===== src/rtl/calc_pkg.sv =====
// Shared types and constants for the calculator sequencer and its ALU encoder.
package calc_pkg;

  localparam int DATA_W = 16;
  localparam int ALU_W  = 32;
  localparam int OP_W   = 4;

  localparam logic [OP_W-1:0] ALU_ADD  = 4'h0;
  localparam logic [OP_W-1:0] ALU_SUB  = 4'h1;
  localparam logic [OP_W-1:0] ALU_AND  = 4'h2;
  localparam logic [OP_W-1:0] ALU_OR   = 4'h3;
  localparam logic [OP_W-1:0] ALU_XOR  = 4'h4;
  localparam logic [OP_W-1:0] ALU_PASS = 4'h5;

  typedef enum logic [1:0] {IDLE, RUN, DONE} state_e;

  typedef struct packed {
    logic              clr;
    logic [OP_W-1:0]   op;
    logic [DATA_W-1:0] operand;
  } entry_t;

endpackage


===== src/rtl/calc_seq_if.sv =====
// Bus between the sequencer, its configuration source and the external ALU.
// Optional port halted exists only when CALC_SEQ_HALT_ON_ZERO_EN is defined.
interface calc_seq_if #(
  parameter int DEPTH = 8,
  localparam int AW = $clog2(DEPTH)
);
  import calc_pkg::*;

  // start/abort/acc_clr and cfg strobes are single-cycle level samples, no
  // ready: they act on the edge they are seen and are dropped when not legal.
  logic                cfg_we;
  logic [AW-1:0]       cfg_addr;
  logic [OP_W-1:0]     cfg_op;
  logic                cfg_clr;
  logic [DATA_W-1:0]   cfg_operand;
  logic                cfg_len_we;
  logic [AW:0]         cfg_len;
  logic                start;
  logic                abort;
  logic                acc_clr;
  logic [OP_W-1:0]     alu_op;
  logic [ALU_W-1:0]    alu_op1;
  logic [ALU_W-1:0]    alu_op2;
  logic [ALU_W-1:0]    alu_result;
  logic                alu_zero;
  logic [DATA_W-1:0]   acc;
  logic [AW-1:0]       pc;
  logic                busy;
  logic                done;
  state_e              state_dbg;
`ifdef CALC_SEQ_HALT_ON_ZERO_EN
  logic                halted;
`endif

  modport slave (
`ifdef CALC_SEQ_HALT_ON_ZERO_EN
    output halted,
`endif
    input  cfg_we, cfg_addr, cfg_op, cfg_clr, cfg_operand, cfg_len_we, cfg_len,
    input  start, abort, acc_clr, alu_result, alu_zero,
    output alu_op, alu_op1, alu_op2, acc, pc, busy, done, state_dbg
  );

  modport master (
`ifdef CALC_SEQ_HALT_ON_ZERO_EN
    input  halted,
`endif
    output cfg_we, cfg_addr, cfg_op, cfg_clr, cfg_operand, cfg_len_we, cfg_len,
    output start, abort, acc_clr, alu_result, alu_zero,
    input  alu_op, alu_op1, alu_op2, acc, pc, busy, done, state_dbg
  );

endinterface


===== src/rtl/calc_seq_mem.sv =====
// Program store: DEPTH entries, synchronous write, combinational read, no reset.
module calc_seq_mem
  import calc_pkg::*;
#(
  parameter int DEPTH = 8,
  localparam int AW = $clog2(DEPTH)
) (
  input  logic          clk,
  input  logic          we,
  input  logic [AW-1:0] waddr,
  input  entry_t        wdata,
  input  logic [AW-1:0] raddr,
  output entry_t        rdata
);

  entry_t mem [DEPTH];

  always_ff @(posedge clk) begin
    if (we) mem[waddr] <= wdata;
  end

  assign rdata = mem[raddr];

endmodule


===== src/rtl/calc_seq.sv =====
// Program sequencer: steps the external ALU through up to DEPTH (op, operand)
// entries, one per cycle. CALC_SEQ_HALT_ON_ZERO_EN enables early halt on zero.
module calc_seq
  import calc_pkg::*;
#(
  parameter int DEPTH = 8,
  localparam int AW = $clog2(DEPTH)
) (
  input  logic clk,
  input  logic rst,
  calc_seq_if.slave bus
);

  localparam logic [AW:0] LEN_MAX = (AW+1)'(DEPTH);

  state_e            state_q, state_d;
  logic [DATA_W-1:0] acc_q, acc_d;
  logic [AW-1:0]     pc_q, pc_d;
  logic [AW:0]       len_q, len_d;
  logic              mem_we;
  logic              last_step;
  logic              halt_hit;
  entry_t            cur;
  entry_t            wr_entry;

  assign wr_entry = '{clr: bus.cfg_clr, op: bus.cfg_op, operand: bus.cfg_operand};

  calc_seq_mem #(.DEPTH(DEPTH)) u_mem (
    .clk   (clk),
    .we    (mem_we),
    .waddr (bus.cfg_addr),
    .wdata (wr_entry),
    .raddr (pc_q),
    .rdata (cur)
  );

  assign last_step = ({1'b0, pc_q} == len_q - (AW+1)'(1));

`ifdef CALC_SEQ_HALT_ON_ZERO_EN
  logic halted_q;
  // A clr step never halts: its ALU result is not what gets committed.
  assign halt_hit = bus.alu_zero && !cur.clr;

  always_ff @(posedge clk or posedge rst) begin
    if (rst) halted_q <= 1'b0;
    else if (state_q == IDLE && bus.start) halted_q <= 1'b0;
    else if (state_q == RUN && !bus.abort && halt_hit) halted_q <= 1'b1;
  end

  assign bus.halted = halted_q;
  logic unused_ok;
  assign unused_ok = ^bus.alu_result[ALU_W-1:DATA_W];
`else
  assign halt_hit = 1'b0;
  logic unused_ok;
  assign unused_ok = bus.alu_zero ^ (^bus.alu_result[ALU_W-1:DATA_W]);
`endif

  always_ff @(posedge clk or posedge rst) begin
    if (rst) begin
      state_q <= IDLE;
      acc_q   <= '0;
      pc_q    <= '0;
      len_q   <= '0;
    end else begin
      state_q <= state_d;
      acc_q   <= acc_d;
      pc_q    <= pc_d;
      len_q   <= len_d;
    end
  end

  always_comb begin
    state_d = state_q;
    acc_d   = acc_q;
    pc_d    = pc_q;
    len_d   = len_q;
    mem_we  = 1'b0;
    case (state_q)
      IDLE: begin
        mem_we = bus.cfg_we;
        if (bus.cfg_len_we) len_d = (bus.cfg_len > LEN_MAX) ? LEN_MAX : bus.cfg_len;
        if (bus.acc_clr) acc_d = '0;
        if (bus.start) begin
          pc_d    = '0;
          state_d = (len_q == '0) ? DONE : RUN;
        end
      end
      RUN: begin
        // Abort wins: the step on the bus this cycle is not committed.
        if (bus.abort) begin
          state_d = IDLE;
        end else begin
          acc_d = cur.clr ? '0 : bus.alu_result[DATA_W-1:0];
          if (last_step || halt_hit) state_d = DONE;
          else pc_d = pc_q + AW'(1);
        end
      end
      DONE:    state_d = IDLE;
      default: state_d = IDLE;
    endcase
  end

  assign bus.alu_op    = cur.op;
  assign bus.alu_op1   = {{(ALU_W-DATA_W){acc_q[DATA_W-1]}}, acc_q};
  assign bus.alu_op2   = {{(ALU_W-DATA_W){cur.operand[DATA_W-1]}}, cur.operand};
  assign bus.acc       = acc_q;
  assign bus.pc        = pc_q;
  assign bus.busy      = (state_q == RUN);
  assign bus.done      = (state_q == DONE) && !bus.abort;
  assign bus.state_dbg = state_q;

endmodule


===== src/flat_wrapper.sv =====
// flat-port wrapper written by rule: the top's interface ports become plain ports
module calc_seq_flat import calc_pkg::*;
#(
  parameter int DEPTH = 8,
  localparam int AW = $clog2(DEPTH)
)
  (clk, rst, bus_cfg_we, bus_cfg_addr, bus_cfg_op, bus_cfg_clr, bus_cfg_operand, bus_cfg_len_we, bus_cfg_len, bus_start, bus_abort, bus_acc_clr, bus_alu_result, bus_alu_zero, bus_alu_op, bus_alu_op1, bus_alu_op2, bus_acc, bus_pc, bus_busy, bus_done, bus_state_dbg);
  calc_seq_if #(.DEPTH(DEPTH)) bus_i ();
  input  logic clk;
  input  logic rst;
  input wire logic [$bits(bus_i.cfg_we)-1:0] bus_cfg_we;
  input wire logic [$bits(bus_i.cfg_addr)-1:0] bus_cfg_addr;
  input wire logic [$bits(bus_i.cfg_op)-1:0] bus_cfg_op;
  input wire logic [$bits(bus_i.cfg_clr)-1:0] bus_cfg_clr;
  input wire logic [$bits(bus_i.cfg_operand)-1:0] bus_cfg_operand;
  input wire logic [$bits(bus_i.cfg_len_we)-1:0] bus_cfg_len_we;
  input wire logic [$bits(bus_i.cfg_len)-1:0] bus_cfg_len;
  input wire logic [$bits(bus_i.start)-1:0] bus_start;
  input wire logic [$bits(bus_i.abort)-1:0] bus_abort;
  input wire logic [$bits(bus_i.acc_clr)-1:0] bus_acc_clr;
  input wire logic [$bits(bus_i.alu_result)-1:0] bus_alu_result;
  input wire logic [$bits(bus_i.alu_zero)-1:0] bus_alu_zero;
  output wire logic [$bits(bus_i.alu_op)-1:0] bus_alu_op;
  output wire logic [$bits(bus_i.alu_op1)-1:0] bus_alu_op1;
  output wire logic [$bits(bus_i.alu_op2)-1:0] bus_alu_op2;
  output wire logic [$bits(bus_i.acc)-1:0] bus_acc;
  output wire logic [$bits(bus_i.pc)-1:0] bus_pc;
  output wire logic [$bits(bus_i.busy)-1:0] bus_busy;
  output wire logic [$bits(bus_i.done)-1:0] bus_done;
  output wire logic [$bits(bus_i.state_dbg)-1:0] bus_state_dbg;
  assign bus_i.cfg_we = bus_cfg_we;
  assign bus_i.cfg_addr = bus_cfg_addr;
  assign bus_i.cfg_op = bus_cfg_op;
  assign bus_i.cfg_clr = bus_cfg_clr;
  assign bus_i.cfg_operand = bus_cfg_operand;
  assign bus_i.cfg_len_we = bus_cfg_len_we;
  assign bus_i.cfg_len = bus_cfg_len;
  assign bus_i.start = bus_start;
  assign bus_i.abort = bus_abort;
  assign bus_i.acc_clr = bus_acc_clr;
  assign bus_i.alu_result = bus_alu_result;
  assign bus_i.alu_zero = bus_alu_zero;
  assign bus_alu_op = bus_i.alu_op;
  assign bus_alu_op1 = bus_i.alu_op1;
  assign bus_alu_op2 = bus_i.alu_op2;
  assign bus_acc = bus_i.acc;
  assign bus_pc = bus_i.pc;
  assign bus_busy = bus_i.busy;
  assign bus_done = bus_i.done;
  assign bus_state_dbg = bus_i.state_dbg;
  calc_seq #(.DEPTH(DEPTH)) u_core (.clk(clk), .rst(rst), .bus(bus_i));
endmodule

===== config.mk =====
export PLATFORM = sky130hd
export DESIGN_NAME = calc_seq_flat
export DESIGN_NICKNAME = d
export VERILOG_FILES = /design/src/rtl/calc_pkg.sv /design/src/rtl/calc_seq_if.sv /design/src/rtl/calc_seq_mem.sv /design/src/rtl/calc_seq.sv /design/src/flat_wrapper.sv
export SDC_FILE = /design/constraint.sdc
export NUM_CORES = 1
export LEC_CHECK = 0
export ABC_AREA = 1
export BUFFER_PORTS_ARGS = -buffer_cell sky130_fd_sc_hd__buf_4
export CORE_ASPECT_RATIO = 1.1
export CORE_MARGIN = 4
export CORE_UTILIZATION = 30
export CTS_BUF_LIST = sky130_fd_sc_hd__clkbuf_8
export CTS_CLUSTER_SIZE = 28
export DETAILED_ROUTE_END_ITERATION = 7
export SYNTH_ARGS = -nofsm -noshare
export SYNTH_HDL_FRONTEND = slang
export SYNTH_HIERARCHICAL = 1
export SYNTH_SLANG_ARGS = --single-unit

===== constraint.sdc =====
create_clock -name clk -period 2.62 [get_ports clk]
set_input_delay 0.262 -clock clk [delete_from_list [all_inputs] [get_ports clk]]
set_output_delay 0.262 -clock clk [all_outputs]
set_load 0.05 [all_outputs]

# Yosys cells after proc, flatten, opt, wreduce, memory -nomap -nowiden

Memory sizes are Yosys's and may differ from the RTL's.
Cells that the tools add are included.

Register bits: 25
Bits in writable memories: 168
Bits of input ports: 68
Output and inout bits: 91
Word-level logic and storage cells: 42
Memories kept: 1

Add/subtract/negate cells: 2
$lt $le $gt $ge: 1
Eq/ne operators: 8
Multiplexer cells: 17
Reduce and logical (&&, ||, !) cells: 9

Memory list:

| memory           | depth | width | rd ports | clocked after memory_dff | wr ports | RTL line           | RTL |
|---|---|---|---|---|---|---|---|
| u_core.u_mem.mem | 8     | 21    | 1        | 0                        | 1        | calc_seq_mem.sv:16 | `entry_t mem [DEPTH];` |

Operators with widths:

| operator                                               | count |
|---|---|
| two-way mux 16 bit                                     | 3 |
| one-hot mux 16 bit (2 select lines)                    | 1 |
| two-way mux 3 bit                                      | 3 |
| two-way mux 2 bit                                      | 4 |
| inequality test 2 bit (second input constant)          | 4 |
| one-hot mux 3 bit (2 select lines)                     | 1 |
| == test 3 x 4 -> 1 bit                                 | 1 |
| greater-than comparator 4 bit (second input constant)  | 1 |
| logical NOT 4 bit                                      | 1 |
| two-way mux 4 bit                                      | 1 |
| one-hot mux 2 bit (2 select lines)                     | 1 |
| AND reduction 2 bit                                    | 2 |
| AND reduction 4 bit                                    | 1 |
| subtractor 4 x 1 -> 4 bit (second input constant)      | 1 |
| adder 3 x 1 -> 3 bit (second input constant)           | 1 |
| two-way mux 1 bit                                      | 3 |
| inequality test 3 x 2 -> 1 bit (second input constant) | 1 |
| AND reduction 3 bit                                    | 1 |
| == test 2 x 1 -> 1 bit (second input constant)         | 1 |
| == test 2 bit (second input constant)                  | 1 |
| logical NOT 2 bit                                      | 1 |
| nonzero test 2 bit                                     | 1 |
| logical AND 1 bit                                      | 1 |
| logical NOT 1 bit                                      | 1 |

# Longest topological paths before layout

Gate-level depths: netlist (run 1).

Depth in word-level cells: 5
Gate-level depth with buffers: 12

# Cells and area by module

The synthesis (run 1) kept the hierarchy.

Modules (own cells, without submodules):

| module       | times used | cells an instance | area each (µm²) |
|---|---|---|---|
| calc_seq_mem | 1          | 744               | 7,365.8 |
| calc_seq     | 1          | 200               | 1,605.3 |

# Worst setup path after synthesis (run 1)

Ideal clock, no wire load.

Path type: register to output
From: register u_core.pc_q[0], in the netlist u_core/bus.pc[0]
To: output bus_alu_op2[16]
Arrival: 2,276 ps
Data required time: 2,358 ps
Setup slack: 82 ps
Stages on the path, launching flop included: 10
Path buffers: 3
Cells stage by stage: dfrtp_1 > inv_2 > buf_4 > buf_2 > nand2_1 > nand3_1 > nand2_1 > nand2_1 > nand2_1 > buf_4

Word-level cells in the longest chain between the ends: 1

Ends and longest elaborated chain:

| item                     | RTL line           | RTL |
|---|---|---|
| start: declaration       | calc_seq.sv:18     | `logic [AW-1:0] pc_q, pc_d;` |
| start signal: assignment | calc_seq.sv:68     | `pc_q <= pc_d;` |
| memory (8 x 21 bit)      | -                  |  |
| end: declaration         | flat_wrapper.sv:25 | `output wire logic [$bits(bus_i.alu_op2)-1:0] bus_alu_op2;` |

Every way passes these cells.

# Final worst setup path (run 1)

From: register u_core.pc_q[1], in the netlist u_core/bus.pc[1]
To: output bus_alu_op2[2]

The elaborated chain is that of the path after synthesis.

==> summary.md, run 1 <==
| Metric | Value |
|---|---|
| Syn-to-layout area delta | `17.64%` |
| Clock Tree Buf Depth | `2` |
| Number of vias per cell | `4.220` |
| Crit Reg-Reg Endpoint | `u_core/u_mem/mem[5][1]$_DFFE_PP_` |
| Gr usage total | `12.06%` |
| # Max-Cap Violations | `0` |
| Number of global-route vias before repair | `5785` |
| Fin. max-slew vios | `0` |
| Top Layer Used | `met4` |
| First-pass GRT wire length | `31260 microns` |
| CP endpoint kind | `primary output` |
| Post-route cell area | `0.01055 sq mm` |
| CTS tree | `done` |
| Final setup margin | `between 0.15 and 0.2 ns` |
| Overall power | `11770 uW` |
| Slowest CP cell | `dfrtp_2` |
| Final WL | `19780 microns` |
| FF-to-FF setup slack | `0.61 ns` |
| Data arrival, critical path | `2.17 ns` |
| Routed length on met2 | `10410 microns` |
| Mapped cell area | `0.008971 sq mm` |
| TritonCTS Buffers | `17` |
| Post-Place Cell Area | `just over 0.01 sq mm` |
| Pre-CTS setup slack | `0.5023 ns` |
| Initial core utilization | `30.35%` |
| Fraction of layout instances using a drive strength above 1 | `24.79%` |
| Syn_area_per_cell | `approximately 9.5 sq um` |
| Clock Sinks | `193` |
| Worst hold-check path type | `in2async` |
| Worst rel slew slack | `35.11%` |
| P_sw | `about 6000 uW` |
| Routability-driven placement congestion ratio | `~0.73` |
| DR vias | `6072` |
| DRT iter0 DRCs | `335` |
| Worst-Skew Late Latency | `0.47 ns` |
| Ports | `159` |
| Logic pwr share | `a little over half` |
| H-tree depth | `4` |
| DRT met1 WL | `approximately 8400 microns` |
| Required @ worst endpoint | `2.36 ns` |
| Reg2reg start | `u_core/bus.state_dbg[0]$_DFFE_PP0P_` |
| Die X | `approximately 170 microns` |
| Int Power | `slightly below 6000 uW` |
| Fill cells | `2952` |
| PortBufs | `141` |
| Ant. Diodes | `0` |
| Pwr Density | `1115 mW/mm^2` |
| Unique masters post-synth | `24` |
| Yosys warning count | `6` |
| Syn_nets | `1015` |
| Register area share after synthesis | `63.21%` |
| DIE AREA | `0.03274 sq mm` |
| Startpoint types | `flip-flop` |
| Fin crit share | `between 90% and 100%` |
| Setup Skew | `approximately 0.0094 ns` |
| Largest net degree at the start of global routing | `91` |
| Switching Fraction | `49.53%` |
| Fmax | `410.4 MHz` |
| Critical path class | `reg2out` |
| Remaining antenna violation count | `0` |
| Wirelength per Cell | `13.74 microns` |
| #FFs+latches synth | `just under 200` |
| Total Nets Final | `1124` |
| Total overflow reported by the global router | `0` |
| # DRC | `0` |
| Max VDD drop | `0.0007143 V` |
| TNS Setup | `0 ns` |
| Final Hold Viols | `0` |
| Post-synth EDFFs | `168` |
| Clock root buffer | `clkbuf_8` |
| Static Leak | `0.004842 uW` |
| Cells after Synth | `944` |
| Critical path, cell by cell | `inv_2, buf_4, nand3_1, nand2_1, nand2_1, nand2_1, buf_4` |
| Post-DP HPWL | `12660 microns` |
| Final design utilization | `35.70%` |
| Sequential Power Share | `32.6%` |
| Met3 routed WL | `711 microns` |
| Core ar. | `0.02956 sq mm` |
| Initial antenna violation count | `0` |
| Worst-path clk slew | `0.09 ns` |
| Final setup viols | `0` |
| Die Height | `189.4 microns` |
| Worst slew pin tran | `0.9723 ns` |
| Top FF cell, synth | `edfxtp_1` |
| Most frequent CP cell | `nand2_1` |
| CP peak stage delay | `0.52 ns` |
| Async SR Flop Fraction | `12.95%` |
| Clock power frac | `14.2%` |
| Fin crit period | `~2.4 ns` |
| 1st-pass router iterations | `4` |
| RSZ-0062 raised after global routing | `no` |
| FF-to-FF path depth | `6` |
| Outcome | `finished clean` |
| FP Rows | `66` |
| CP Max Fanout | `24` |
-- layout by cell type, fill, tap and decap left out, types with 2 or more instances in the layout --
| master | Yosys | layout |
|---|---|---|
| nand3_1 | 102 | 102 |
| edfxtp_1 | 168 | 168 |
| clkinvlp_4 | 0 | 2 |
| nor2_2 | 0 | 8 |
| inv_2 | 56 | 55 |
| inv_6 | 0 | 5 |
| dlygate4sd3_1 | 0 | 8 |
| nand2_1 | 317 | 316 |
| dfrtp_2 | 0 | 2 |
| o21ai_0 | 6 | 6 |
| clkbuf_8 | 0 | 17 |
| nor2_1 | 30 | 22 |
| dfrtp_1 | 25 | 23 |
| ha_1 | 3 | 3 |
| clkinv_2 | 2 | 3 |
| inv_1 | 111 | 115 |
| nand2_2 | 2 | 3 |
| buf_4 | 55 | 164 |
| clkinv_1 | 22 | 23 |
| a21oi_1 | 12 | 12 |
-- kinds of logic after synthesis --
family                   after synthesis  share of synthesized area (%)
AO/OA/AOI/OAI                         19                          1.213
XOR/XNOR                               1                        0.09765
adder cells (fa/ha/maj)                3                         0.4185
buffers and inverters                274                          14.37
flip-flops                           193                          63.21
AND/OR/NAND/NOR                      454                          20.70
-- stage by stage --
| stage | hold WS [ns] | std cells |
|---|---|---|
| after floorplan | 0.2893 | 944 |
| after global placement | 0.4859 | 1400 |
| after detailed placement | 0.4793 | 1400 |
| after CTS | 0.0001153 | 1437 |
| after global routing | 0.0002424 | 1439 |
| final | 0.02646 | 1439 |
-- synthesized netlist by cell type (2+ instances only) --
master    count  area [sq um]
inv_2        56         210.2
buf_1         2         7.510
clkinv_1     22         82.58
buf_4        55         412.9
clkinv_2      2         10.01
edfxtp_1    168          5045
o21ai_0       6         30.03
nand3_1     102         510.5
nor2_1       30         112.6
dfrtp_1      25         625.6
a21oi_1      12         60.06
nand2_1     317          1190
ha_1          3         37.54
inv_1       111         416.7
buf_6         2         22.52
buf_2        20         100.1
nand2_2       2         12.51
clkbuf_1      3         11.26
-- timing repair --
item,4_1_cts,5_1_grt
hold endpoints to repair,13,11
hold buffers,6,2
setup buffers,0,0
endpoints found under the setup margin,0,24
gates resized for setup,0,3
-- routing by layer --
layer	track usage [%]	vias to the layer above
li1	-	3087
met1	14.66	2860
met2	21.44	108
met3	2.636	17
met4	3.776	0
met5	0	-
-- worst max-delay path, delay by kind of cell, from the launching register on --
kind,cells,cell delay [ns]
buffers and inverters,3,0.82
flip-flops,1,0.52
AND/OR/NAND/NOR,4,0.37
-- power by group through the flow --
stage	Sequential, uW	Combinational (uW)	Clock, uW
detailed placement	3910	6310	0
global route	3890	6720	1850
global placement	3900	6260	0
CTS	3840	6320	1720
finish	3840	6260	1670
floorplan	4350	4570	0
-- sequential cells by signal, summed over array words and instances (netlist names) --
signal / count
u_core/bus.pc: 3
u_core/u_mem/mem: 168
u_core/bus.state_dbg: 2
u_core/bus.acc: 16
u_core/len_q: 4
-- cell type report --
type                            count  area (sq um)  area share (%)
Timing Repair Buffer              173          1331           12.61
Tap cell                          374         467.9           4.434
Multi-Input combinational cell    477          2034           19.28
Clock buffer                       17         234.0           2.217
Clock inverter                     14         91.34          0.8654
Sequential cell                   193          5673           53.75
Inverter                          191         721.9           6.841
-- worst max-delay path by stage --
stage | start | end | slack [ns] | depth (start not counted)
after floorplan | u_core/bus.pc[0]$_DFFE_PP0P_ | bus_alu_op2[16] | 0.08 | 9
after global placement | u_core/bus.pc[0]$_DFFE_PP0P_ | u_core/bus.acc[6]$_DFFE_PP0P_ | 0.55 | 11
after detailed placement | u_core/bus.pc[0]$_DFFE_PP0P_ | u_core/bus.acc[15]$_DFFE_PP0P_ | 0.50 | 11
after CTS | u_core/bus.pc[0]$_DFFE_PP0P_ | bus_alu_op2[19] | 0.07 | 7
after global routing | u_core/bus.pc[1]$_DFFE_PP0P_ | bus_alu_op2[0] | 0.03 | 7
final | u_core/bus.pc[1]$_DFFE_PP0P_ | bus_alu_op2[2] | 0.18 | 7
Note: power is estimated with default switching activity, not from simulation.
==> run 2: changes to the inputs <==
--- a/config.mk
+++ b/config.mk
@@ -7,6 +7,7 @@
 export LEC_CHECK = 0
 export ABC_AREA = 1
 export BUFFER_PORTS_ARGS = -buffer_cell sky130_fd_sc_hd__buf_4
+export CAP_MARGIN = 20
 export CORE_ASPECT_RATIO = 1.1
 export CORE_MARGIN = 4
 export CORE_UTILIZATION = 30
==> constraint.sdc (replaced) <==
create_clock -name clk -period 2.1 [get_ports clk]
set_input_delay 0.21 -clock clk [delete_from_list [all_inputs] [get_ports clk]]
set_output_delay 0.21 -clock clk [all_outputs]
set_load 0.05 [all_outputs]
==> run 2 against run 1 <==
The flow now finishes with violations (setup timing). Sequential power is 25% higher. Power increased by 50%. Combinational power up 63%. Critical path type unchanged. Highest routed layer unchanged.
==> summary.md, run 2 (synthesis gave the netlist of run 1 again) <==
| Metric | Value |
|---|---|
| Area of the multi-input gates | `approximately 0.0025 sq mm` |
| Clock power frac | `15.1%` |
| Largest net degree at the start of global routing | `28` |
| Core ar. | `0.02956 sq mm` |
| CTS tree | `done` |
| Outcome | `complete, but fails checks` |
| CP endpoint kind | `primary output` |
| Required @ worst endpoint | `roughly 1.9 ns` |
| Largest Register | `u_core/u_mem/mem` |
| RSZ-0062 raised after global routing | `yes` |
| FP Rows | `66` |
| Int Power | `9507 uW` |
| Pwr Density | `1424 mW/mm^2` |
| Most common cell after layout, fill and taps aside | `nand2_1` |
| Number of global-route vias before repair | `6292` |
| Final Hold Viols | `0` |
| Setup Skew | `0.01273 ns` |
| Worst hold-check path type | `in2reg` |
| # Max-Cap Violations | `0` |
| Final setup margin | `-0.01384 ns` |
| Sequential Power Share | `27.2%` |
| Worst-path clk slew | `0.10 ns` |
| Wirelength per Cell | `~15 microns` |
| Gr usage total | `13.05%` |
| Post-DP HPWL | `12610 microns` |
| TritonCTS Buffers | `17` |
| Switching Fraction | `46.01%` |
| Fin cells | `1507` |
| Max VDD drop | `0.0008015 V` |
| P_sw | `8103 uW` |
| 1st-pass router iterations | `4` |
| Static Leak | `approximately 0.0055 uW` |
| Fill cells | `2777` |
| Ant. Diodes | `0` |
| PortBufs | `141` |
| Fmax | `473.1 MHz` |
| Clock Sinks | `roughly 190` |
| Syn-to-layout area delta | `37.84%` |
| Clock root buffer | `clkbuf_8` |
| Remaining antenna violation count | `0` |
| Critical path class | `reg2out` |
| Clock Tree Buf Depth | `2` |
| Failing checks | `setup timing` |
| Initial antenna violation count | `0` |
| Final WL | `22420 microns` |
| Fin crit share | `100.7%` |
| Placed Instances | `between 1000 and 1500` |
| Initial core utilization | `30.35%` |
| Die X | `172.9 microns` |
| Largest register FFs | `168` |
| Worst-Skew Late Latency | `0.45 ns` |
| Worst rel slew slack | `66.29%` |
| First-pass GRT wire length | `33540 microns` |
| Fraction of layout instances using a drive strength above 1 | `35.04%` |
| Data arrival, critical path | `1.90 ns` |
| Logic pwr share | `between 50% and 60%` |
| Die Height | `189.4 microns` |
| DIE AREA | `0.03274 sq mm` |
| Fin crit period | `2.114 ns` |
| Pre-CTS setup slack | `around 0.25 ns` |
| Final setup viols | `1` |
| Routability-driven placement congestion ratio | `0.6970` |
| H-tree depth | `4` |
| Commonest cells after routing, fill and taps aside | `nand2_1 (245), edfxtp_1 (168), buf_4 (131)` |
| # DRC | `0` |
| Total overflow reported by the global router | `0` |
| Number of vias per cell | `roughly 4.3` |
| DRT iter0 DRCs | `between 300 and 400` |
| Startpoint types | `flip-flop` |
| CP Max Fanout | `6` |
| Reg area | `0.005673 sq mm` |
| Fin. max-slew vios | `0` |
| Worst slew pin tran | `0.5056 ns` |
| Total Nets Final | `between 1000 and 1500` |
| DR vias | `6519` |
| Ports | `159` |
-- run 2: metal layers --
layer	vias up	GRT usage [%]	share of wire [%]
met5	-	0	0
met4	0	2.886	1.0
met3	16	2.117	4.1
met2	161	24.48	53
met1	3106	15.75	42
li1	3236	-	-
-- run 2: timing repair --
action / in CTS / in global routing
resized for setup: 117 / 88
hold buffers: 42 / 0
endpoints found under the hold margin: 213 / 0
pin swaps: 18 / 44
endpoints found under the setup margin: 36 / 36
setup buffers: 10 / 1
gates cloned: 10 / 7
-- run 2: path summary, 6_finish.rpt --
kind | startpoint | endpoint | slack, ns | cells after the start
max | u_core/bus.pc[0]$_DFFE_PP0P_ | bus_alu_op2[1] | -0.01 | 9
min | bus_cfg_len[3] | u_core/len_q[3]$_DFFE_PP0P_ | 0.04 | 3
max reg2reg | u_core/bus.pc[0]$_DFFE_PP0P_ | u_core/bus.acc[10]$_DFFE_PP0P_ | 0.16 | 13
min reg2reg | u_core/bus.acc[2]$_DFFE_PP0P_ | u_core/bus.acc[2]$_DFFE_PP0P_ | 0.56 | 2
max in group asynchronous | rst | u_core/bus.pc[0]$_DFFE_PP0P_ | 1.47 | 4
min in group asynchronous | rst | u_core/bus.acc[13]$_DFFE_PP0P_ | 0.36 | 4
-- run 2: power by group through the flow --
stage,clock [uW],combinational [uW],sequential [uW]
finish,2650,10200,4790
global route,2880,10700,4840
global placement,0,7880,4860
detailed placement,0,7950,4870
CTS,2710,9610,4790
floorplan,0,5710,5420
-- run 2: per-stage QoR --
stage | util [%] | area (sq um) | setup TNS, ns | total power (uW) | hold slack [ns]
floorplan | - | 8996 | -9.085 | 11130 | 0.2372
global placement | 34.66 | 10250 | 0 | 12740 | 0.2887
detailed placement | 34.66 | 10250 | 0 | 12820 | 0.3044
CTS | 40.17 | 11880 | -0.6402 | 17120 | 0.004408
global route | 41.83 | 12370 | -2.710 | 18460 | 0.04281
finish | 41.83 | 12370 | -0.01384 | 17610 | 0.03920
-- run 2: worst max-delay path, cell delays in order (launching register included) --
cell and delay [ns]:
dfrtp_2 0.54, inv_8 0.07, buf_12 0.16, clkbuf_16 0.16, nand2_2 0.06, nand3_2 0.06
nand2_1 0.07, nand2_1 0.07, nand2_2 0.11, buf_8 0.15
-- run 2: cell type report --
| cell class | count | area share, % |
|---|---|---|
| Multi-Input combinational cell | 479 | 19.97 |
| Inverter | 191 | 5.899 |
| Sequential cell | 193 | 45.88 |
| Clock inverter | 15 | 1.670 |
| Tap cell | 374 | 3.784 |
| Clock buffer | 17 | 1.892 |
| Timing Repair Buffer | 238 | 20.90 |
